`src/rtl/serial_pkg.sv`:
```
// Shared types and helpers for the serial adder datapath.
// Holds the collector state encoding and counter sizing.
package serial_pkg;

    localparam int SERIAL_WIDTH_DEF = 8;

    typedef enum logic [1:0] {
        IDLE    = 2'd0,
        COLLECT = 2'd1,
        HOLD    = 2'd2
    } coll_state_t;

    function automatic int cnt_width(input int width);
        return $clog2(width + 1);
    endfunction

endpackage

```
`src/rtl/serial_shift_in.sv`:
```
// Serial-to-parallel shift register for the sum collector.
// clear restarts the word; a coincident shift_en loads bit 0.
module serial_shift_in #(
    parameter int WIDTH     = 8,
    parameter int MSB_FIRST = 0
) (
    input  logic             clk,
    input  logic             reset,
    input  logic             clear,
    input  logic             shift_en,
    input  logic             bit_in,
    output logic [WIDTH-1:0] word
);

    logic [WIDTH-1:0] r_word;
    logic [WIDTH-1:0] w_shifted;
    logic [WIDTH-1:0] w_seed;

    if (MSB_FIRST != 0) begin : g_msb
        assign w_shifted = {r_word[WIDTH-2:0], bit_in};
        assign w_seed    = {{(WIDTH-1){1'b0}}, bit_in};
    end else begin : g_lsb
        assign w_shifted = {bit_in, r_word[WIDTH-1:1]};
        assign w_seed    = {bit_in, {(WIDTH-1){1'b0}}};
    end

    // Shift register update: clear (optionally seeding bit 0) or shift
    always_ff @(posedge clk or posedge reset) begin
        if (reset) begin
            r_word <= '0;
        end else if (clear) begin
            r_word <= shift_en ? w_seed : '0;
        end else if (shift_en) begin
            r_word <= w_shifted;
        end
    end

    assign word = r_word;

endmodule

```
`src/rtl/serial_sum_collector.sv`:
```
// Collects the bit-serial adder output into parallel words.
// Optional carry capture enabled by SERIAL_SUM_CARRY_EN.
module serial_sum_collector
    import serial_pkg::*;
#(
    parameter int WIDTH     = SERIAL_WIDTH_DEF,
    parameter int MSB_FIRST = 0
) (
    input  logic             clk,
    input  logic             reset,
    input  logic             start,
    input  logic             bit_valid,
    input  logic             sum_bit,
    input  logic             cout_bit,
    input  logic             word_ready,
    output logic [WIDTH-1:0] word_out,
`ifdef SERIAL_SUM_CARRY_EN
    output logic             carry_out,
`endif
    output logic             word_valid,
    output logic             busy,
    output logic             frame_err
);

    localparam int CW = cnt_width(WIDTH);

    coll_state_t r_state;
    logic [CW-1:0] r_count;
    logic r_word_valid;
    logic r_busy;
    logic r_frame_err;

    logic w_restart;
    logic w_shift;
    logic w_last;

    // Start is honoured everywhere except HOLD without a handshake
    assign w_restart = start &&
                       ((r_state != HOLD) || word_ready);
    assign w_shift   = bit_valid &&
                       (w_restart || (r_state == COLLECT));
    assign w_last    = (r_state == COLLECT) && !start &&
                       bit_valid &&
                       (r_count == CW'(WIDTH - 1));

    serial_shift_in #(
        .WIDTH     (WIDTH),
        .MSB_FIRST (MSB_FIRST)
    ) u_shift (
        .clk      (clk),
        .reset    (reset),
        .clear    (w_restart),
        .shift_en (w_shift),
        .bit_in   (sum_bit),
        .word     (word_out)
    );

    // Framing FSM: bit count, completion and output handshake
    always_ff @(posedge clk or posedge reset) begin
        if (reset) begin
            r_state      <= IDLE;
            r_count      <= '0;
            r_word_valid <= 1'b0;
            r_busy       <= 1'b0;
            r_frame_err  <= 1'b0;
        end else begin
            r_frame_err <= start && (r_state == COLLECT);
            if (w_restart) begin
                r_state      <= COLLECT;
                r_busy       <= 1'b1;
                r_word_valid <= 1'b0;
                r_count      <= bit_valid ? CW'(1) : '0;
            end else begin
                unique case (r_state)
                    IDLE: begin
                        r_count <= '0;
                    end
                    COLLECT: begin
                        if (w_last) begin
                            r_state      <= HOLD;
                            r_word_valid <= 1'b1;
                            r_count      <= '0;
                        end else if (bit_valid) begin
                            r_count <= r_count + 1'b1;
                        end
                    end
                    HOLD: begin
                        if (word_ready) begin
                            r_state      <= IDLE;
                            r_word_valid <= 1'b0;
                            r_busy       <= 1'b0;
                        end
                    end
                    default: begin
                        r_state      <= IDLE;
                        r_word_valid <= 1'b0;
                        r_busy       <= 1'b0;
                    end
                endcase
            end
        end
    end

    assign word_valid = r_word_valid;
    assign busy       = r_busy;
    assign frame_err  = r_frame_err;

`ifdef SERIAL_SUM_CARRY_EN
    logic r_carry;

    // Carry of the final accepted bit, held with the word
    always_ff @(posedge clk or posedge reset) begin
        if (reset) begin
            r_carry <= 1'b0;
        end else if (w_last) begin
            r_carry <= cout_bit;
        end
    end

    assign carry_out = r_carry;
`else
    logic w_unused_cout;
    assign w_unused_cout = cout_bit;
`endif

endmodule

```
`config.mk`:
```
export PLATFORM = sky130hd
export DESIGN_NAME = serial_sum_collector
export DESIGN_NICKNAME = d
export VERILOG_FILES = /design/src/rtl/serial_pkg.sv /design/src/rtl/serial_shift_in.sv /design/src/rtl/serial_sum_collector.sv
export SDC_FILE = /design/constraint.sdc
export NUM_CORES = 1
export LEC_CHECK = 0
export ABC_CLOCK_PERIOD_IN_PS = 2250
export BUFFER_PORTS_ARGS = -buffer_cell sky130_fd_sc_hd__buf_2
export CELL_PAD_IN_SITES_DETAIL_PLACEMENT = 1
export CELL_PAD_IN_SITES_GLOBAL_PLACEMENT = 2
export CORE_ASPECT_RATIO = 0.9
export CORE_MARGIN = 3
export CORE_UTILIZATION = 30
export CTS_CLUSTER_DIAMETER = 120
export DETAILED_ROUTE_END_ITERATION = 16
export GPL_TIMING_DRIVEN = 0
export PLACE_DENSITY = 0.71
export SLEW_MARGIN = 20
export SYNTH_ARGS = -nofsm -noshare
export SYNTH_HDL_FRONTEND = slang
export SYNTH_SLANG_ARGS = --single-unit
```
`constraint.sdc`:
```
create_clock -name clk -period 2.25 [get_ports clk]
set_input_delay 0.1125 -clock clk [delete_from_list [all_inputs] [get_ports clk]]
set_output_delay 0.1125 -clock clk [all_outputs]
set_load 0.005 [all_outputs]
```
==> out/metrics.csv, run 1 <==
stage,metric,value,unit
timing,final critical-path share of the clock period,0.706,
clock_tree,TritonCTS Sinks,16,
setup_path,crit path cell chain,"or3b_4, o21ai_0, mux2_2",
setup_path,reg2reg path depth,3,
final_layout,area delta synth->final,20.9,%
detailed_routing,initial DRC count,12,
global_routing,first-pass GRT wire length,3060,um
die,Die Wd,59.3,um
timing,endpoints failing setup,0,
clock_tree,clk_lat worst skew,0.29,ns
power,pwr/cell area,613,nW/um^2
placed_design,dpl cell area,880,sq um
die,chip height,53.9,um
detailed_routing,# DRC,0,
synth,ys async rst share,1.00,
synth,"Seq/Total Area, Yosys",0.523,
detailed_routing,drt total wl,1800,um
setup_path,CP Buf/Inv Count,0,
final_layout,layout net count,108,
power,Psw,0.000146,W
placed_design,detailed placer's ending HPWL,1300,um
power,Reg power frac,0.537,
synth,Synth area leaders,"dfrtp_1 (52%), a21oi_1 (6.5%), nand3_1 (5.2%), nand2_1 (4.9%), nor3b_1 (2.9%)",
timing,Setup TNS,0,ns
global_routing,vias in the first global route,646,
synth,most instantiated cells after synthesis,"dfrtp_1 (16), a21oi_1 (10), nand2_1 (10)",
clock_tree,"Reg clk slew, reported paths",0.10,ns
timing,final hold violation count,0,
power,Clk pwr share,0.351,
setup_path,Setup CP Type,reg2reg,
hold_path,Min-Delay Path Class,in2reg,
clock_tree,CTS Buf Count,3,
synth,syn avg cell area,9.82,sq um
global_routing,Total GRT Usage,0.134,
synth,Synth cell types,30,
setup_path,maximum fanout along the worst path,7,
synth,Synth Warn #,0,
placed_design,gp weighted congestion,0.715,
synth,Synth Area in Compound Gates,0.173,
setup_path,Critical Path Sink,r_count[1]$_DFFE_PP0P_,
power,peak supply drop,0.327,mV
global_routing,grt total ovfl,0,
timing,FMAX,630,MHz
synth,Post-synth EDFFs,0,
placed_design,port bufs,16,
setup_path,slowest cell delay on critical path,0.45,ns
power,combinational fraction of design power,0.112,
final_layout,share of cells above drive strength 1,0.283,
power,Internal,0.000422,W
setup_path,Worst Path Required,2.44,ns
timing,worst slew pin tran,0.614,ns
synth,Yosys top cell area share,0.523,
synth,post-synth top area cell,dfrtp_1,
detailed_routing,drt pass-1 iters,4,
run_status,status,completed,
synth,most common cell in the synthesized netlist,dfrtp_1,
die,Core ar.,2300,sq um
setup_path,Worst EP arrival,1.78,ns
synth,Adder-Cell Fraction of Synth Area,0.0163,
flow_run,Max Cap Viol,0,
global_routing,largest net degree at the start of global routing,17,
setup_path,Crit. Startpoint,r_state[1]$_DFFE_PP0P_,
final_layout,Antenna Cells,0,
synth,Synth Area in XOR/XNOR,0.0114,
die,I/O pin cnt,18,
synth,Post-Synthesis Cells,78,
timing,final clock skew,0.00433,ns
detailed_routing,antenna-violating nets left,0,
synth,Post-Syn Area,766,sq um
die,row count,16,
clock_tree,H-Tree Depth,1,
detailed_routing,DR vias,640,
setup_path,CP endpoint kind,register,
final_layout,Finished Cell Area,926,sq um
synth,Post-Syn Nets,86,
setup_path,CP top delay family,flip-flops,
synth,simple-gate share of the synthesized area,0.216,
power,LEAKAGE,0.439,nW
clock_tree,cts repair resizes,0,
setup_path,R2R Path End,r_count[1]$_DFFE_PP0P_,
clock_tree,TritonCTS clock tree,done,
die,die footprint,3200,sq um
setup_path,launching point of the worst reg2reg path,r_state[1]$_DFFE_PP0P_,
timing,crit path time final,1.59,ns
timing,Rel. slew slack,0.590,
synth,Yosys reg bits,16,
setup_path,"slowest stage cell, crit path",dfrtp_1,
clock_tree,CTS root buffer,clkbuf_4,
synth,mux share of post-synthesis cell area,0.0147,
detailed_routing,DR vias/cell,5.08,
synth,"Top FF cell, synth",dfrtp_1,
detailed_routing,WL per Instance,14.3,um
clock_tree,clk buf depth,2,
setup_path,critical path depth,3,
setup_path,flop2flop setup slack,0.66,ns
global_routing,initial antenna violation count,0,
timing,RSZ-0062 raised after global routing,false,
power,Sw Ratio,0.257,
die,Initial Util,0.333,
timing,count of pins over their slew limit,0,
setup_path,startpoint types,register,
synth,largest family of logic cells by synthesized area,simple AND/OR/NAND/NOR gates,
==> routing by layer <==
layer  GRT usage  up-vias  part of all wire  wire (um)
met4      0.0340        0            0.0067         12
met1       0.161      308              0.48        856
met5           0        -                 0          0
met2       0.225       15              0.46        834
met3      0.0504        2             0.054         97
li1            -      315                 -          -
==> worst min-delay path by stage <==
stage	depth (start not counted)	startpoint	end	slack [ns]
after floorplan	1	reset	busy$_DFFE_PP0P_	0.03
after global routing	3	sum_bit	u_shift.word[7]$_DFFE_PP0P_	0.06
final	3	sum_bit	u_shift.word[7]$_DFFE_PP0P_	0.07
after detailed placement	2	reset	frame_err$_DFF_PP0_	0.24
after CTS	3	sum_bit	u_shift.word[7]$_DFFE_PP0P_	0.06
after global placement	2	reset	frame_err$_DFF_PP0_	0.23
==> worst register-to-register path: cells and delay by family (launching register included) <==
kind             cells  cell delay (ns)
AND/OR/NAND/NOR      1             0.44
multiplexers         1             0.39
AO/OA/AOI/OAI        1             0.21
flip-flops           1             0.45
==> flip-flops by register name, summed over array words and instances (netlist names) <==
signal	cells
frame_err	1
u_shift.word	8
r_state	2
busy	1
r_count	4
==> stage by stage <==
step / setup slack, ns / hold WS [ns] / utilization / total power [W] / instances
5_1_grt: 0.602 / 0.0627 / 0.402 / 0.000605 / 126
3_5_place_dp: 0.679 / 0.235 / 0.382 / 0.000375 / 121
6_report: 0.662 / 0.0653 / 0.402 / 0.000568 / 126
2_1_floorplan: 0.812 / 0.0262 / - / 0.000351 / 78
4_1_cts: 0.662 / 0.0604 / 0.402 / 0.000579 / 126
3_3_place_gp: 0.696 / 0.230 / 0.382 / 0.000374 / 121
==> final cells by class <==
class	instances	area (sq um)
inverter	4	15.0
sequential	16	400
timing repair buffer	17	90.1
buffer	3	20.0
tap	27	33.8
fill	278	1380
multi-input combinational	55	330
clock buffer	4	36.3
==> kinds of logic after synthesis <==
logic type	count (synthesis)
XOR/XNOR	1
AO/OA/AOI/OAI	21
buffers and inverters	7
flip-flops	16
AND/OR/NAND/NOR	31
adder cells (fa/ha/maj)	1
multiplexers	1
==> cells in the final DEF, fill, tap and decap left out, types with 2 or more instances in the layout <==
cell      instances
inv_1             4
nand3_1           8
nand2_1          10
buf_2            17
clkbuf_4          3
nor2_1            3
a21oi_1          10
nor3b_1           3
dfrtp_1          16
o21ai_0           2
==> what timing repair did <==
| item | CTS | global route |
|---|---|---|
| setup endpoints to repair | 0 | 0 |
| setup buffers | 0 | 0 |
| hold buffers | 1 | 0 |
| hold endpoints to repair | 16 | 0 |
==> power by group through the flow <==
stage / clock (W) / combinational (W) / sequential, W
finish: 0.000200 / 0.0000635 / 0.000305
global route: 0.000225 / 0.0000737 / 0.000307
CTS: 0.000208 / 0.0000659 / 0.000305
detailed placement: 0 / 0.0000647 / 0.000310
global placement: 0 / 0.0000635 / 0.000310
floorplan: 0 / 0.0000414 / 0.000309
Power figures use the tool's default switching activity.
==> run 2: changes to the inputs <==
--- a/config.mk
+++ b/config.mk
@@ -5,17 +5,18 @@
 export SDC_FILE = /design/constraint.sdc
 export NUM_CORES = 1
 export LEC_CHECK = 0
-export ABC_CLOCK_PERIOD_IN_PS = 2250
+export ABC_AREA = 1
+export ABC_CLOCK_PERIOD_IN_PS = 1350
 export BUFFER_PORTS_ARGS = -buffer_cell sky130_fd_sc_hd__buf_2
 export CELL_PAD_IN_SITES_DETAIL_PLACEMENT = 1
 export CELL_PAD_IN_SITES_GLOBAL_PLACEMENT = 2
 export CORE_ASPECT_RATIO = 0.9
 export CORE_MARGIN = 3
-export CORE_UTILIZATION = 30
+export CORE_UTILIZATION = 26
 export CTS_CLUSTER_DIAMETER = 120
 export DETAILED_ROUTE_END_ITERATION = 16
 export GPL_TIMING_DRIVEN = 0
-export PLACE_DENSITY = 0.71
+export PLACE_DENSITY = 0.69
 export SLEW_MARGIN = 20
 export SYNTH_ARGS = -nofsm -noshare
 export SYNTH_HDL_FRONTEND = slang
==> constraint.sdc (replaced) <==
create_clock -name clk -period 1.35 [get_ports clk]
set_input_delay 0.0675 -clock clk [delete_from_list [all_inputs] [get_ports clk]]
set_output_delay 0.0675 -clock clk [all_outputs]
set_load 0.005 [all_outputs]
==> run 2 against run 1 <==
First-iteration DRC count grew to 3.8 times the previous value; synthesized cell count is 29% higher; global-route usage is 2.6 points lower; synthesized area is 2.6% higher; die area is 16% higher; total power is 72% higher; via count is 10% higher; flip-flop and latch count stayed put; sequential share of layout area is 2.8 points lower; worst hold slack worse by 0.018 ns; sequential power is 69% higher; routed wire length is 7.7% higher; largest cell class unchanged.
==> out/metrics.csv, run 2 <==
stage,metric,value,unit,change
synth,post-synth top area cell,dfrtp_1,,
setup_path,crit path cell chain,"ha_1, nand2_1, inv_1, nand2_1, nand2_1, nor2_1, nand2_1, nand2_1",,
synth,Post-Syn Nets,109,,+27%
timing,FMAX,800,MHz,+27%
setup_path,maximum fanout along the worst path,3,,-4
clock_tree,CTS root buffer,clkbuf_4,,
timing,final hold violation count,0,,unchanged
synth,syn avg cell area,7.78,sq um,-21%
detailed_routing,DR vias/cell,4.28,,-16%
setup_path,Crit. Startpoint,r_count[0]$_DFFE_PP0P_,,
synth,Synth area leaders,"dfrtp_1 (51%), nand2_1 (21%), nand3_1 (7.6%), inv_1 (4.3%), nor2_1 (3.3%)",,
clock_tree,CTS Buf Count,3,,unchanged
clock_tree,TritonCTS clock tree,done,,
timing,endpoints failing setup,0,,unchanged
synth,Synth Warn #,0,,unchanged
clock_tree,"Reg clk slew, reported paths",0.11,ns,about the same
final_layout,Antenna Cells,0,,unchanged
placed_design,Placed Cells,157,,+30%
setup_path,flop2flop setup slack,0.1,ns,-0.56 ns
clock_tree,TritonCTS Sinks,16,,unchanged
placed_design,detailed placer's ending HPWL,1410,um,+8.3%
die,Initial Util,0.279,,-0.0535
global_routing,largest net degree at the start of global routing,17,,unchanged
die,I/O pin cnt,18,,unchanged
synth,Post-synth EDFFs,0,,unchanged
timing,worst hold slack,0.0471,ns,-0.0181 ns
detailed_routing,WL per Instance,11.8,um,-18%
global_routing,first-pass GRT wire length,3060,um,unchanged
power,pwr/cell area,980,nW/um^2,+60%
final_layout,max reg flops,8,,unchanged
synth,"Top FF cell, synth",dfrtp_1,,
timing,Setup TNS,0,ns,unchanged
setup_path,"slowest stage cell, crit path",dfrtp_2,,
power,LEAKAGE,0.565,nW,+29%
setup_path,slowest cell delay on critical path,0.44,ns,about the same
detailed_routing,initial DRC count,45,,+33
timing,worst slew pin tran,0.646,ns,+0.0318 ns
setup_path,Setup CP Type,reg2reg,,
die,Core ar.,2820,sq um,+22%
synth,"Seq/Total Area, Yosys",0.510,,-0.0133
final_layout,"commonest non-fill, non-tap cell in the layout",nand2_1,,
clock_tree,clk_lat worst skew,0.30,ns,about the same
final_layout,share of cells above drive strength 1,0.272,,-0.0108
timing,RSZ-0062 raised after global routing,false,,
setup_path,CP endpoint kind,register,,
synth,Post-Syn Area,786,sq um,+2.6%
synth,ys async rst share,1.00,,unchanged
detailed_routing,drt total wl,1940,um,+7.7%
final_layout,"Cell Count, Final, Fillers Out",165,,+31%
synth,Post-Synthesis Cells,101,,+29%
placed_design,port bufs,16,,unchanged
run_status,status,completed,,
timing,count of pins over their slew limit,0,,unchanged
final_layout,Layout Utilization,0.354,,-0.0480
placed_design,gp weighted congestion,0.679,,-5.1%
setup_path,startpoint types,register,,
detailed_routing,drt pass-1 iters,3,,-1
timing,final critical-path share of the clock period,0.926,,+0.220
global_routing,Total GRT Usage,0.108,,-0.0257
synth,Yosys top cell area share,0.510,,-0.0133
global_routing,initial antenna violation count,0,,unchanged
power,total power,0.000977,W,+72%
clock_tree,clk buf depth,2,,unchanged
setup_path,Worst Path Required,1.60,ns,-0.84 ns
global_routing,vias in the first global route,676,,+4.6%
die,die footprint,3720,sq um,+16%
synth,Synth cell types,15,,-50%
die,Die Wd,63.9,um,+7.9%
final_layout,Fillers,368,,+32%
setup_path,Worst EP arrival,1.50,ns,-0.28 ns
synth,most common cell in the synthesized netlist,nand2_1,,
timing,final clock skew,0.00942,ns,+0.00509 ns
timing,crit path time final,1.25,ns,-0.338 ns
setup_path,R2R Path End,r_count[3]$_DFFE_PP0P_,,
final_layout,"commonest non-fill, non-tap cells in the layout","nand2_1 (43), buf_2 (16), dfrtp_1 (14)",,
detailed_routing,# DRC,0,,unchanged
die,row count,18,,+2
hold_path,Min-Delay Path Class,in2reg,,
setup_path,reg2reg path depth,8,,+5
synth,most instantiated cells after synthesis,"nand2_1 (43), dfrtp_1 (16), nand3_1 (12)",,
timing,Rel. slew slack,0.569,,-0.0212
flow_run,Max Cap Viol,0,,unchanged
detailed_routing,DR vias,707,,+10%
die,chip height,58.2,um,+7.8%
setup_path,launching point of the worst reg2reg path,r_count[0]$_DFFE_PP0P_,,
final_layout,layout net count,134,,+24%
global_routing,grt total ovfl,0,,unchanged
setup_path,"most used cell, CP",nand2_1,,
clock_tree,H-Tree Depth,1,,unchanged
detailed_routing,antenna-violating nets left,0,,unchanged
power,peak supply drop,0.643,mV,+97%
synth,Yosys reg bits,16,,unchanged
final_layout,area delta synth->final,26.9,%,
setup_path,Critical Path Sink,r_count[3]$_DFFE_PP0P_,,
[run 2: what timing repair did]
action / in CTS / in global routing
resized for setup: 0 / 4
hold buffers: 2 / 0
endpoints found under the hold margin: 17 / 0
setup endpoints to repair: 0 / 5
buffers inserted: 0 / 2
[run 2: worst min-delay path by stage]
stage	start	to	slack, ns	cells after the start
floorplan	reset	busy$_DFFE_PP0P_	-0.02	1
global placement	reset	r_count[3]$_DFFE_PP0P_	0.20	2
detailed placement	reset	u_shift.word[5]$_DFFE_PP0P_	0.19	2
CTS	bit_valid	u_shift.word[7]$_DFFE_PP0P_	0.04	3
global route	bit_valid	u_shift.word[7]$_DFFE_PP0P_	0.05	3
finish	bit_valid	u_shift.word[7]$_DFFE_PP0P_	0.05	3
[run 2: worst max-delay path, delay by kind of cell (launching register included)]
kind / cells / cell delay (ns)
buffers and inverters: 1 / 0.04
adder cells (fa/ha/maj): 1 / 0.21
flip-flops: 1 / 0.44
AND/OR/NAND/NOR: 6 / 0.50
[run 2: final cells by class]
| type | instances | area (sq um) | area share |
|---|---|---|---|
| plain buffers | 1 | 7.51 | 0.00753 |
| well taps | 40 | 50.0 | 0.0502 |
| clock buffers | 4 | 36.3 | 0.0364 |
| repair buffers | 20 | 115 | 0.115 |
| flip-flops and latches | 16 | 403 | 0.404 |
| inverters | 12 | 45.0 | 0.0452 |
| multi-input cells | 72 | 340 | 0.341 |
[run 2: routing by layer]
metal  vias up  global-route usage  routed length [um]
met5         -                   0                   0
met4         0              0.0277                  12
met3         2              0.0426                  86
met2        11               0.159                 872
met1       334               0.148                 968
li1        360                   -                   -
[run 2: where the power goes]
part           total, W  internal [W]  switching (W)
combinational  0.000132     0.0000518      0.0000799
sequential     0.000514      0.000497      0.0000169
clock          0.000331      0.000164       0.000167
total          0.000977      0.000713       0.000263
[run 2: cells by family after synthesis]
family / Yosys count / synth area share
simple gates: 68 / 0.374
flops: 16 / 0.510
buf+inv: 13 / 0.0669
compound gates: 3 / 0.0334
fa+ha+maj: 1 / 0.0159
[run 2: through the flow]
| step | worst slack [ns] | cell area, sq um |
|---|---|---|
| 4_1_cts | 0.0319 | 972 |
| 3_3_place_gp | 0.0498 | 916 |
| 2_1_floorplan | 0.224 | 786 |
| 3_5_place_dp | 0.0582 | 916 |
| 5_1_grt | 0.00324 | 997 |
| 6_report | 0.0999 | 997 |
